--- src/rtl/crc_lfsr_stream_if.sv ---
// ============================================================================
// Module      : crc_lfsr_stream_if
// Description : Payload stream and serial CRC handshake bundle for crc_lfsr_stream.
// Revision    : 1.0 - initial release
// ============================================================================
`default_nettype none

interface crc_lfsr_stream_if #(
    parameter int DATA_W = 1
);
    localparam int c_nb_w = $clog2(DATA_W + 1);

    logic [DATA_W-1:0] data_in;
    logic              data_valid;
    logic              data_last;
    logic [c_nb_w-1:0] last_nbits;
    logic              data_ready;
    logic              crc_bit;
    logic              crc_bit_valid;
    logic              crc_bit_ready;

    modport master (
        output data_in, data_valid, data_last, last_nbits, crc_bit_ready,
        input  data_ready, crc_bit, crc_bit_valid
    );

    modport slave (
        input  data_in, data_valid, data_last, last_nbits, crc_bit_ready,
        output data_ready, crc_bit, crc_bit_valid
    );
endinterface

`default_nettype wire

--- src/rtl/crc_lfsr_stream.sv ---
// ============================================================================
// Module      : crc_lfsr_stream
// Description : Galois-LFSR CRC engine, DATA_W bits/beat LSB first, serial
//               MSB-first CRC emit (generate) or zero-residue check.
//               Optional: CRC_LFSR_ERR_CNT_EN adds a saturating err_cnt output.
// Revision    : 1.0 - initial release
// ============================================================================
`default_nettype none

module crc_lfsr_stream #(
    parameter int               CRC_W          = 24,
    parameter logic [CRC_W-1:0] POLY           = 24'h00065B,
    parameter int               DATA_W         = 1,
    parameter int               INIT_BYTE_SWAP = 1
) (
    input  logic                clk,
    input  logic                rst,
    input  logic [CRC_W-1:0]    init_val,
    input  logic                start,
    input  logic                mode,
    crc_lfsr_stream_if.slave    s_if,
    output logic [CRC_W-1:0]    lfsr,
    output logic                busy,
    output logic                done,
    output logic                crc_ok
`ifdef CRC_LFSR_ERR_CNT_EN
    ,
    output logic [15:0]         err_cnt
`endif
);

    localparam int c_nb_w  = $clog2(DATA_W + 1);
    localparam int c_cnt_w = $clog2(CRC_W);

    typedef enum logic [1:0] {
        S_IDLE = 2'd0,
        S_CALC = 2'd1,
        S_EMIT = 2'd2
    } state_t;

    state_t             r_state;
    state_t             w_state_nxt;
    logic [CRC_W-1:0]   r_lfsr;
    logic [c_cnt_w-1:0] r_cnt;
    logic               r_mode;
    logic               r_done;
    logic               r_crc_ok;

    logic [CRC_W-1:0]   w_seed;
    logic [CRC_W-1:0]   w_step;
    logic [c_nb_w-1:0]  w_nbits;
    logic               w_beat;
    logic               w_frame_end;
    logic               w_emit_beat;
    logic               w_emit_end;

    if (DATA_W < 1 || DATA_W > 8) begin : g_err_data_w
        $error("crc_lfsr_stream: DATA_W must be within 1..8");
    end

    if (INIT_BYTE_SWAP != 0 && (CRC_W % 8) != 0) begin : g_err_swap
        $error("crc_lfsr_stream: INIT_BYTE_SWAP requires CRC_W to be a multiple of 8");
    end

    if (INIT_BYTE_SWAP != 0) begin : g_swap
        for (genvar b = 0; b < CRC_W / 8; b++) begin : g_byte
            assign w_seed[8*b +: 8] = init_val[CRC_W-8-8*b +: 8];
        end
    end else begin : g_no_swap
        assign w_seed = init_val;
    end

    // Applies the first n single-bit Galois steps of one beat, data bit 0 first.
    function automatic logic [CRC_W-1:0] f_step(
        input logic [CRC_W-1:0]  c,
        input logic [DATA_W-1:0] d,
        input logic [c_nb_w-1:0] n
    );
        logic [CRC_W-1:0] r;
        r = c;
        for (int i = 0; i < DATA_W; i++) begin
            if (i < int'(n)) begin
                if (r[CRC_W-1] ^ d[i]) r = (r << 1) ^ POLY;
                else                   r = r << 1;
            end
        end
        return r;
    endfunction

    assign w_nbits = (s_if.data_last && (s_if.last_nbits != '0)) ? s_if.last_nbits
                                                                 : c_nb_w'(DATA_W);
    assign w_step  = f_step(r_lfsr, s_if.data_in, w_nbits);

    // start wins over any beat arriving in the same cycle.
    assign w_beat      = !start && (r_state == S_CALC) && s_if.data_valid;
    assign w_frame_end = w_beat && s_if.data_last;
    assign w_emit_beat = !start && (r_state == S_EMIT) && s_if.crc_bit_ready;
    assign w_emit_end  = w_emit_beat && (r_cnt == c_cnt_w'(CRC_W - 1));

    always_ff @(posedge clk or posedge rst) begin
        if (rst) r_state <= S_IDLE;
        else     r_state <= w_state_nxt;
    end

    always_comb begin
        w_state_nxt        = r_state;
        s_if.data_ready    = 1'b0;
        s_if.crc_bit_valid = 1'b0;
        busy               = (r_state != S_IDLE);
        case (r_state)
            S_CALC: begin
                s_if.data_ready = 1'b1;
                if (w_frame_end) w_state_nxt = r_mode ? S_IDLE : S_EMIT;
            end
            S_EMIT: begin
                s_if.crc_bit_valid = 1'b1;
                if (w_emit_end) w_state_nxt = S_IDLE;
            end
            default: w_state_nxt = r_state;
        endcase
        if (start) w_state_nxt = S_CALC;
    end

    always_ff @(posedge clk or posedge rst) begin
        if (rst) begin
            r_lfsr   <= '0;
            r_cnt    <= '0;
            r_mode   <= 1'b0;
            r_done   <= 1'b0;
            r_crc_ok <= 1'b0;
        end else begin
            r_done <= 1'b0;
            if (start) begin
                r_lfsr   <= w_seed;
                r_mode   <= mode;
                r_crc_ok <= 1'b0;
                r_cnt    <= '0;
            end else if (w_beat) begin
                r_lfsr <= w_step;
                r_cnt  <= '0;
                if (w_frame_end && r_mode) begin
                    r_done   <= 1'b1;
                    r_crc_ok <= (w_step == '0);
                end
            end else if (w_emit_beat) begin
                r_lfsr <= r_lfsr << 1;
                r_cnt  <= r_cnt + c_cnt_w'(1);
                if (w_emit_end) begin
                    r_lfsr <= '0;
                    r_done <= 1'b1;
                end
            end
        end
    end

`ifdef CRC_LFSR_ERR_CNT_EN
    logic [15:0] r_err_cnt;
    logic        w_chk_fail;

    assign w_chk_fail = w_frame_end && r_mode && (w_step != '0);

    // Counts together with the failing done pulse.
    always_ff @(posedge clk or posedge rst) begin
        if (rst)                                      r_err_cnt <= '0;
        else if (w_chk_fail && r_err_cnt != 16'hFFFF) r_err_cnt <= r_err_cnt + 16'd1;
    end

    assign err_cnt = r_err_cnt;
`endif

    assign lfsr         = r_lfsr;
    assign s_if.crc_bit = r_lfsr[CRC_W-1];
    assign done         = r_done;
    assign crc_ok       = r_crc_ok;

endmodule

`default_nettype wire

--- src/flat_wrapper.sv ---
// flat-port wrapper written by rule: the top's interface ports become plain ports
module crc_lfsr_stream_flat 
#(
    parameter int               CRC_W          = 24,
    parameter logic [CRC_W-1:0] POLY           = 24'h00065B,
    parameter int               DATA_W         = 1,
    parameter int               INIT_BYTE_SWAP = 1
)
  (clk, rst, init_val, start, mode, lfsr, busy, done, crc_ok, s_if_data_in, s_if_data_valid, s_if_data_last, s_if_last_nbits, s_if_crc_bit_ready, s_if_data_ready, s_if_crc_bit, s_if_crc_bit_valid);
  crc_lfsr_stream_if #(.DATA_W(DATA_W)) s_if_i ();
  input  logic clk;
  input  logic rst;
  input  logic [CRC_W-1:0] init_val;
  input  logic start;
  input  logic mode;
  output logic [CRC_W-1:0] lfsr;
  output logic busy;
  output logic done;
  output logic crc_ok;
  input wire logic [$bits(s_if_i.data_in)-1:0] s_if_data_in;
  input wire logic [$bits(s_if_i.data_valid)-1:0] s_if_data_valid;
  input wire logic [$bits(s_if_i.data_last)-1:0] s_if_data_last;
  input wire logic [$bits(s_if_i.last_nbits)-1:0] s_if_last_nbits;
  input wire logic [$bits(s_if_i.crc_bit_ready)-1:0] s_if_crc_bit_ready;
  output wire logic [$bits(s_if_i.data_ready)-1:0] s_if_data_ready;
  output wire logic [$bits(s_if_i.crc_bit)-1:0] s_if_crc_bit;
  output wire logic [$bits(s_if_i.crc_bit_valid)-1:0] s_if_crc_bit_valid;
  assign s_if_i.data_in = s_if_data_in;
  assign s_if_i.data_valid = s_if_data_valid;
  assign s_if_i.data_last = s_if_data_last;
  assign s_if_i.last_nbits = s_if_last_nbits;
  assign s_if_i.crc_bit_ready = s_if_crc_bit_ready;
  assign s_if_data_ready = s_if_i.data_ready;
  assign s_if_crc_bit = s_if_i.crc_bit;
  assign s_if_crc_bit_valid = s_if_i.crc_bit_valid;
  crc_lfsr_stream #(.CRC_W(CRC_W), .POLY(POLY), .DATA_W(DATA_W), .INIT_BYTE_SWAP(INIT_BYTE_SWAP)) u_core (.clk(clk), .rst(rst), .init_val(init_val), .start(start), .mode(mode), .s_if(s_if_i), .lfsr(lfsr), .busy(busy), .done(done), .crc_ok(crc_ok));
endmodule
--- config.mk ---
export PLATFORM = sky130hd
export DESIGN_NAME = crc_lfsr_stream_flat
export DESIGN_NICKNAME = d
export VERILOG_FILES = /design/src/rtl/crc_lfsr_stream_if.sv /design/src/rtl/crc_lfsr_stream.sv /design/src/flat_wrapper.sv
export SDC_FILE = /design/constraint.sdc
export NUM_CORES = 1
export LEC_CHECK = 0
export BUFFER_PORTS_ARGS = -buffer_cell sky130_fd_sc_hd__buf_2
export CAP_MARGIN = 30
export CORE_MARGIN = 5
export CORE_UTILIZATION = 54
export DETAILED_ROUTE_END_ITERATION = 8
export GPL_TIMING_DRIVEN = 0
export PLACE_DENSITY = 0.91
export SKIP_LAST_GASP = 1
export SLEW_MARGIN = 30
export SYNTH_ARGS = -nofsm -noshare
export SYNTH_HDL_FRONTEND = slang
export SYNTH_SLANG_ARGS = --single-unit
export TNS_END_PERCENT = 5
--- constraint.sdc ---
create_clock -name clk -period 3.77 [get_ports clk]
set_input_delay 0.754 -clock clk [delete_from_list [all_inputs] [get_ports clk]]
set_output_delay 0.754 -clock clk [all_outputs]
set_load 0.05 [all_outputs]
==> results.tsv, run 1 <==
stage	metric	value	unit
status	status	completed	
routing	wire length per cell	16.1	µm
timing	clk_skew	9.33	ps
logic_synthesis	post-synth top area share	46.1	%
clock_network	# hold bufs at CTS	0	
logic_synthesis	ranking of synthesized cells by area	dfrtp_1 46%, a21oi_1 6.8%, a22oi_2 6.1%	
timing	Worst Tran Pin Value	692	ps
logic_synthesis	Mean Syn Cell Area	9.92	µm²
final_layout	Layout area overhead	21.8	%
setup_path	CP max FO	10	
pwr	register share of total power	46.0	%
setup_path	Critical Path End Type	output port	
pwr	NetSw	415	µW
floorplanning	Die Ht	68.5	µm
routing	via count	1715	
pwr	Cell Pwr Density	439	nW/µm²
timing	pins over their slew limit	0	
setup_path	R2R Path End	u_core.lfsr[4]$_DFFE_PP0P_	
final_layout	Fillers	291	
pwr	Clock power frac	19.1	%
clock_network	CTS resizes	0	
floorplanning	die area	4690	µm²
placement	pre-CTS WS	1550	ps
routing	Residual DRC	0	
pwr	logic gate share of total power	34.9	%
clock_network	setup bufs post-CTS	0	
logic_synthesis	Distinct cells, synth	34	
timing	Setup Viol. Count Final	0	
final_layout	share of layout cells above drive strength 1	36.0	%
clock_network	CTS tree	built	
clock_network	clk sinks	34	
grt	largest net degree at the start of global routing	35	
setup_path	Buffers & Inverters on Critical Path	2	
pwr	Peak VDD IR	0.235	mV
timing	Hold Violations, Final	0	
setup_path	Top Family by Delay on Critical Path	flip-flops	
timing	Final period util	56.1	%
floorplanning	Die X	68.5	µm
placement	HPWL after detailed placement	3580	µm
final_layout	diode count	0	
floorplanning	standard-cell row count	21	
timing	fin crit period	2120	ps
placement	gpl congestion	0.849	
logic_synthesis	number of synthesized register bits	34	
timing	setup ws final	1650	ps
timing	Max Clk Rate	0.473	GHz
clock_network	root buf cell	clkbuf_4	
final_layout	post-route cell area	2250	µm²
final_layout	Util after Layout	67.9	%
setup_path	Crit path largest cell delay	390	ps
placement	number of port buffers	60	
timing	Fin Setup TNS	0	ps
pwr	Leak	1.04	nW
placement	DP Area	2200	µm²
setup_path	Critical Path Start Type	flop	
timing	Slew headroom	53.8	%
run	max cap viols	0	
grt	gr usage total	22.7	%
setup_path	Crit Path Category	reg -> out	
grt	first-pass GRT wire length	7800	µm
logic_synthesis	synth warn	0	
setup_path	Critical Path, Cell by Cell	buf_6, or2_2, buf_2	
setup_path	Worst setup startpoint	u_core.r_state[1]$_DFFE_PP0P_	
logic_synthesis	synthesized area	1850	µm²
logic_synthesis	post-synth top area cell	dfrtp_1	
logic_synthesis	register area share after synthesis	46.1	%
setup_path	worst r2r path cells	5	
grt	grt ovf	0	
floorplanning	Initial Util	55.7	%
floorplanning	core area	3310	µm²
setup_path	critical path arrival	1360	ps
floorplanning	I/O pin total	63	
pwr	Power Internal	571	µW
routing	DR pass1 iterations	4	
clock_network	CTS clk-pin slew, worst paths	100	ps
logic_synthesis	Post-Syn Instances	186	
routing	Routed Antenna Nets	0	
clock_network	Clock Tree Buf Depth	2	
pwr	sw frac	42.1	%
setup_path	worst path required time	3020	ps
setup_path	r2r setup slk	1950	ps
grt	vias in the first global route	1670	
pwr	Tot Pwr	986	µW
logic_synthesis	Post-Syn Nets	220	
final_layout	nets@finish	287	
clock_network	Skew-Pair Late Insertion Delay	340	ps
routing	Iter 0 DRT Violations	101	
setup_path	Crit-path slowest cell	dfrtp_1	
timing	RSZ-0062 raised after global routing	false	
min_path	Hold Crit Class	in -> async	
setup_path	Crit. path cell count	3	
setup_path	CP Capture Point	busy	
routing	WL final	4800	µm
routing	drt via density	5.74	
clock_network	TritonCTS buffer count	5	
grt	initial antenna violation count	0	
clock_network	Max H-tree Level	2	
==> layout by cell type (no fill, tap or decap), types with 7 or more instances in the layout <==
master	instances
a21oi_1	25
dfrtp_1	34
nor3_1	7
a22oi_2	9
clkbuf_1	8
nand2_1	11
nor2_1	24
buf_2	63
a22oi_1	8
==> area by class of cell <==
class | count | area [µm²] | share of cell area [%]
inverter | 3 | 11.3 | 0.501
timing repair buffer | 60 | 300 | 13.4
sequential | 34 | 851 | 37.8
buffer | 15 | 97.6 | 4.34
tap | 46 | 57.6 | 2.56
clock buffer | 7 | 45.0 | 2.00
multi-input combinational | 134 | 886 | 39.4
==> kinds of logic (layout without fill, tap and decap cells) <==
| logic type | Yosys count | count (layout) | synth area share, % |
|---|---|---|---|
| flip-flops | 34 | 34 | 46.1 |
| AND/OR/NAND/NOR | 68 | 68 | 20.3 |
| XOR/XNOR | 5 | 5 | 2.37 |
| adder cells (fa/ha/maj) | 1 | 1 | 0.678 |
| multiplexers | 1 | 1 | 0.610 |
| AO/OA/AOI/OAI | 59 | 59 | 24.1 |
| buffers and inverters | 18 | 85 | 5.90 |
==> metrics by stage <==
stage / std cells / hold WS (ps)
2_1_floorplan: 186 / 504
3_3_place_gp: 292 / 519
3_5_place_dp: 292 / 530
4_1_cts: 299 / 529
5_1_grt: 299 / 573
6_report: 299 / 504
==> worst min path at each step <==
stage	start	to	slack [ps]	cells after the start
CTS	rst	u_core.lfsr[10]$_DFFE_PP0P_	530	2
detailed placement	u_core.crc_ok$_DFFE_PP0P_	u_core.crc_ok$_DFFE_PP0P_	530	1
global placement	u_core.crc_ok$_DFFE_PP0P_	u_core.crc_ok$_DFFE_PP0P_	520	1
finish	rst	u_core.lfsr[9]$_DFFE_PP0P_	500	2
global route	u_core.crc_ok$_DFFE_PP0P_	u_core.crc_ok$_DFFE_PP0P_	570	1
floorplan	u_core.r_mode$_DFFE_PP0P_	u_core.r_mode$_DFFE_PP0P_	500	1
==> power by group through the flow <==
stage          logic (mW)  clock network [mW]  registers (mW)
4_1_cts             0.346               0.189           0.452
5_1_grt             0.367               0.201           0.461
3_5_place_dp        0.345                   0           0.459
3_3_place_gp        0.341                   0           0.458
6_report            0.345               0.188           0.454
2_1_floorplan       0.123                   0           0.586
==> metal layers <==
metal | GRT usage (%) | part of all wire, %
met1 | 28.6 | 42
met2 | 37.2 | 50
met3 | 6.40 | 7.1
met4 | 7.44 | 1.2
met5 | 0 | 0
==> synthesized netlist by cell type (all sizes together) <==
cell type	n
nor2b	2
nand3b	1
nand4	6
ha	1
mux2	1
nor3	7
o211ai	1
nand3	1
nand4bb	1
o21ai	1
and4bb	1
nand2	11
or2	1
nor4	6
and3	6
nor2	24
a311oi	6
a22oi	17
inv	3
o21a	1
xor2	3
a21oi	25
nor4bb	1
o22ai	6
a41oi	1
clkbuf	6
dfrtp	34
buf	9
xnor2	2
a31o	1
(Power assumes the default switching activity.)
==> run 2, diff against run 1 <==
Settings changed: CORE_UTILIZATION 54 to 45, PLACE_DENSITY 0.91 to 0.82.
Clock period 3.77 ns to 1.8 ns, I/O delays scaled along.
==> run 2 against run 1 <==
Global-route usage shrank 3.8 points. Sequential power grew 110%. Clock skew shrank 1.2 ps. Combinational power grew 110%. Critical path depth grew 2. Routed wire length grew 2.7%. Flip-flop and latch count is the same. Clock-buffer cell count shrank 1. Die area grew 17%. Setup slack lost 1600 ps. Register-to-register slack lost 1900 ps. Critical path type is now reg -> reg. Largest cell class unchanged.
==> results.tsv, run 2 (synthesis gave the netlist of run 1 again) <==
stage	metric	value	unit	change
clock_network	CTS tree	built		
routing	via count	1743		+1.6%
grt	gr usage total	18.9	%	-3.8 points
timing	Fin Setup TNS	0	ps	unchanged
grt	first-pass GRT wire length	7870	µm	+0.88%
clock_network	CTS clk-pin slew, worst paths	70	ps	-30 ps
floorplanning	standard-cell row count	23		+9.5%
routing	WL final	4930	µm	+2.7%
final_layout	Util after Layout	57.6	%	-10 points
routing	wire length per cell	16.2	µm	+0.98%
final_layout	nets@finish	289		+0.70%
pwr	sw frac	39.7	%	-2.4 points
placement	placed cell count	296		+1.4%
floorplanning	die area	5480	µm²	+17%
timing	Worst Hold Slack	193	ps	-311 ps
floorplanning	core area	4000	µm²	+21%
setup_path	Critical Path Start Type	flop		
placement	gpl congestion	0.820		-3.4%
grt	largest net degree at the start of global routing	35		unchanged
placement	HPWL after detailed placement	3510	µm	-1.7%
final_layout	diode count	0		unchanged
setup_path	worst path required time	1960	ps	-1060 ps
setup_path	Critical Path End Type	flop		
pwr	Power Internal	1.35	mW	+140%
routing	DR pass1 iterations	4		unchanged
final_layout	Layout area overhead	24.9	%	
floorplanning	Initial Util	46.1	%	-9.6 points
pwr	Clock power frac	24.7	%	+5.6 points
pwr	NetSw	888	µW	+110%
floorplanning	Die Ht	74.0	µm	+8.2%
floorplanning	I/O pin total	63		unchanged
final_layout	commonest non-fill, non-tap cell in the layout	buf_2		
final_layout	Non-Filler Instances	304		+1.7%
pwr	Cell Pwr Density	969	nW/µm²	+120%
grt	initial antenna violation count	0		unchanged
pwr	register share of total power	42.7	%	-3.3 points
grt	vias in the first global route	1680		+0.60%
clock_network	Max H-tree Level	2		unchanged
floorplanning	Die X	74.0	µm	+8.2%
min_path	Hold Crit Class	in -> async		
run	max cap viols	0		unchanged
routing	Iter 0 DRT Violations	89		-12%
setup_path	Crit Path Category	reg -> reg		
timing	Final period util	98.8	%	
final_layout	share of layout cells above drive strength 1	37.4	%	+1.4 points
clock_network	# hold bufs at CTS	0		unchanged
clock_network	Skew-Pair Late Insertion Delay	280	ps	-60 ps
routing	drt via density	5.73		about the same
pwr	logic gate share of total power	32.6	%	-2.3 points
timing	Slew headroom	52.2	%	-1.6 points
timing	Worst Tran Pin Value	716	ps	+24.1 ps
timing	Max Clk Rate	0.562	GHz	
pwr	Tot Pwr	2.23	mW	+130%
timing	Setup Viol. Count Final	0		unchanged
grt	grt ovf	0		unchanged
routing	Routed Antenna Nets	0		unchanged
timing	RSZ-0062 raised after global routing	true		
timing	fin crit period	1780	ps	
clock_network	TritonCTS buffer count	5		unchanged
placement	number of port buffers	60		unchanged
clock_network	clk sinks	34		unchanged
pwr	Peak VDD IR	0.560	mV	+140%
setup_path	CP max FO	10		unchanged
status	status	completed		
timing	clk_skew	8.13	ps	-1.20 ps
clock_network	Clock Tree Buf Depth	2		unchanged
timing	Hold Violations, Final	0		unchanged
setup_path	critical path arrival	1940	ps	+580 ps
routing	Residual DRC	0		unchanged
final_layout	commonest cells after routing, fill and taps aside	64 x buf_2, 34 x dfrtp_1, 25 x a21oi_1		
pwr	Leak	1.07	nW	+2.5%
clock_network	root buf cell	clkbuf_8		
timing	pins over their slew limit	0		unchanged
==> run 2: what timing repair did <==
item	CTS	global route
setup endpoints to repair	0	17
endpoints found under the hold margin	0	0
resized for setup	0	2
setup buffers	0	1
==> run 2: through the flow <==
| stage | setup WS (ps) | cell area, µm² |
|---|---|---|
| after detailed placement | 10.6 | 2210 |
| after CTS | 8.42 | 2290 |
| after global routing | -72.5 | 2310 |
| final | 21.9 | 2310 |
| after floorplan | 138 | 1850 |
| after global placement | -8.22 | 2210 |
==> run 2: critical path: stages, from the launching register on <==
cell,delay (ps)
dfrtp_1,420
xnor2_1,380
buf_1,390
nor3_1,80
a311oi_1,260
a21oi_1,120
==> run 2: layout make-up <==
| cell class | instances | area, µm² |
|---|---|---|
| Buffer | 15 | 97.6 |
| Clock buffer | 6 | 82.6 |
| Fill cell | 352 | 1690 |
| Inverter | 3 | 11.3 |
| Multi-Input combinational cell | 134 | 888 |
| Sequential cell | 34 | 851 |
| Tap cell | 50 | 62.6 |
| Timing Repair Buffer | 62 | 313 |
==> run 2: path summary, 6_finish.rpt <==
kind	endpoint	slack, ps	depth (start not counted)
worst min register to register	u_core.r_mode$_DFFE_PP0P_	550	1
worst min-delay path	u_core.lfsr[6]$_DFFE_PP0P_	190	2
min in group clk	u_core.r_mode$_DFFE_PP0P_	310	2
max in group asynchronous	u_core.r_cnt[4]$_DFFE_PP0P_	1150	2
worst max-delay path	u_core.lfsr[4]$_DFFE_PP0P_	20	5
worst max register to register	u_core.lfsr[4]$_DFFE_PP0P_	20	5
==> run 2: per-layer routing <==
layer / up-vias / GRT usage (%) / wire length [µm]
met4: 0 / 7.04 / 82
met3: 6 / 4.19 / 291
met5: - / 0 / 0
met2: 66 / 30.9 / 2370
met1: 841 / 24.5 / 2180
li1: 830 / - / -
==> run 2: power groups by stage <==
stage	sequential [mW]	clock [mW]	combinational (mW)
floorplan	1.23	0	0.257
global placement	0.959	0	0.717
detailed placement	0.963	0	0.726
CTS	0.950	0.563	0.728
global route	0.963	0.598	0.772
finish	0.954	0.552	0.728
==> run 3, diff against run 2 <==
Settings changed: MAX_ROUTING_LAYER set to met4.
==> run 3 against run 2 <==
Cell count is the same. Worst hold slack is essentially flat. Setup slack is essentially flat. Routed wire length is the same. Critical path type unchanged. Non-clock buffer count is the same. Global-route usage grew 0.60 points. Register-to-register slack is essentially flat. Critical endpoint unchanged. Largest cell class unchanged.
==> results.tsv, run 3 (synthesis gave the netlist of run 1 again) <==
stage	metric	value	unit	change
status	status	completed		
final_layout	commonest cells after routing, fill and taps aside	64 x buf_2, 34 x dfrtp_1, 25 x a21oi_1		
setup_path	Crit Path Category	reg -> reg		
pwr	NetSw	888	µW	about the same
pwr	sw frac	39.7	%	about the same
pwr	register share of total power	42.7	%	about the same
clock_network	TritonCTS buffer count	5		unchanged
timing	RSZ-0062 raised after global routing	true		
pwr	logic gate share of total power	32.6	%	about the same
timing	Fin Setup TNS	0	ps	unchanged
timing	pins over their slew limit	0		unchanged
run	max cap viols	0		unchanged
setup_path	critical path arrival	1940	ps	about the same
setup_path	CP max FO	10		unchanged
final_layout	Util after Layout	57.6	%	unchanged
clock_network	CTS tree	built		
grt	grt ovf	0		unchanged
final_layout	commonest non-fill, non-tap cell in the layout	buf_2		
final_layout	nets@finish	289		unchanged
floorplanning	core area	4000	µm²	unchanged
floorplanning	I/O pin total	63		unchanged
setup_path	Crit. path cell count	5		unchanged
setup_path	Crit-path slowest cell	dfrtp_1		
clock_network	# hold bufs at CTS	0		unchanged
routing	wire length per cell	16.2	µm	unchanged
setup_path	R2R Path End	u_core.lfsr[4]$_DFFE_PP0P_		
floorplanning	standard-cell row count	23		unchanged
grt	first-pass GRT wire length	7880	µm	about the same
setup_path	Crit path largest cell delay	420	ps	about the same
timing	Hold Violations, Final	0		unchanged
timing	Slew headroom	52.2	%	about the same
setup_path	worst r2r path cells	5		unchanged
setup_path	Critical Path End Type	flop		
floorplanning	die area	5480	µm²	unchanged
floorplanning	Die Ht	74.0	µm	unchanged
pwr	Power Internal	1.35	mW	unchanged
placement	number of port buffers	60		unchanged
pwr	Cell Pwr Density	969	nW/µm²	about the same
timing	setup ws final	21.6	ps	-0.263 ps
grt	vias in the first global route	1678		-0.12%
setup_path	CP Capture Point	u_core.lfsr[4]$_DFFE_PP0P_		
floorplanning	Die X	74.0	µm	unchanged
grt	gr usage total	19.5	%	+0.60 points
final_layout	post-route cell area	2310	µm²	unchanged
placement	DP Area	2210	µm²	unchanged
setup_path	Buffers & Inverters on Critical Path	1		unchanged
setup_path	r2r setup slk	20	ps	about the same
routing	drt via density	5.73		unchanged
pwr	Peak VDD IR	0.560	mV	about the same
timing	Setup Viol. Count Final	0		unchanged
timing	clk_skew	8.13	ps	-0.00111 ps
final_layout	Layout area overhead	24.9	%	unchanged
final_layout	share of layout cells above drive strength 1	37.4	%	unchanged
pwr	Clock power frac	24.7	%	about the same
setup_path	Critical Path, Cell by Cell	xnor2_1, buf_1, nor3_1, a311oi_1, a21oi_1		
timing	fin crit period	1780	ps	+0.263 ps
routing	WL final	4930	µm	unchanged
setup_path	Critical Path Start Type	flop		
clock_network	CTS clk-pin slew, worst paths	70	ps	about the same
clock_network	Max H-tree Level	2		unchanged
routing	Residual DRC	0		unchanged
setup_path	Top Family by Delay on Critical Path	flip-flops		
grt	initial antenna violation count	0		unchanged
timing	Worst Tran Pin Value	716	ps	-0.158 ps
routing	Routed Antenna Nets	0		unchanged
setup_path	worst path required time	1960	ps	about the same
clock_network	root buf cell	clkbuf_8		
grt	largest net degree at the start of global routing	35		unchanged
floorplanning	Initial Util	46.1	%	unchanged
timing	Max Clk Rate	0.562	GHz	about the same
timing	Final period util	98.8	%	about the same
final_layout	diode count	0		unchanged
placement	HPWL after detailed placement	3510	µm	unchanged
routing	DR pass1 iterations	4		unchanged
min_path	Hold Crit Class	in -> async		
pwr	Tot Pwr	2.23	mW	about the same
clock_network	Skew-Pair Late Insertion Delay	280	ps	about the same
routing	Iter 0 DRT Violations	87		-2.2%
clock_network	Clock Tree Buf Depth	2		unchanged
placement	gpl congestion	0.833		+1.5%
pwr	Leak	1.07	nW	unchanged
clock_network	clk sinks	34		unchanged
placement	pre-CTS WS	10.6	ps	unchanged
routing	via count	1743		unchanged
## run 3: what timing repair did
action / CTS / global route
gates resized for setup: 0 / 2
buffers inserted: 0 / 1
setup endpoints to repair: 0 / 17
## run 3: stage by stage
stage	hold WS, ps	instances
after global placement	524	296
after floorplan	493	186
after global routing	256	304
after CTS	211	302
after detailed placement	517	296
final	193	304
## run 3: area by class of cell
type,count,area [µm²]
Buffer,15,97.6
Clock buffer,6,82.6
Fill cell,352,1690
Inverter,3,11.3
Multi-Input combinational cell,134,888
Sequential cell,34,851
Tap cell,50,62.6
Timing Repair Buffer,62,313
## run 3: worst reg2reg max path, stage by stage, from the launching register on
cell and delay (ps):
dfrtp_1 420, xnor2_1 380, buf_1 390, nor3_1 80, a311oi_1 260, a21oi_1 120
## run 3: how the worst min path moves through the flow
stage | to | slack, ps
after floorplan | u_core.lfsr[0]$_DFFE_PP0P_ | 490
after global placement | u_core.crc_ok$_DFFE_PP0P_ | 520
after global routing | u_core.lfsr[6]$_DFFE_PP0P_ | 260
after detailed placement | u_core.lfsr[4]$_DFFE_PP0P_ | 520
after CTS | u_core.done$_DFF_PP0_ | 210
final | u_core.lfsr[6]$_DFFE_PP0P_ | 190
## run 3: power groups by stage
stage	Combinational, mW	Clock [mW]	Sequential [mW]
2_1_floorplan	0.257	0	1.23
3_3_place_gp	0.717	0	0.959
3_5_place_dp	0.726	0	0.963
4_1_cts	0.728	0.563	0.950
5_1_grt	0.772	0.598	0.963
6_report	0.728	0.552	0.954
## run 3: metal layers
| layer | track usage [%] | vias to the layer above | routed length, µm | part of all wire [%] |
|---|---|---|---|---|
| met1 | 24.6 | 842 | 2190 | 44 |
| met5 | - | - | 0 | 0 |
| met3 | 4.05 | 6 | 283 | 5.7 |
| li1 | - | 830 | - | - |
| met4 | 7.04 | 0 | 82 | 1.7 |
| met2 | 30.9 | 65 | 2370 | 48 |
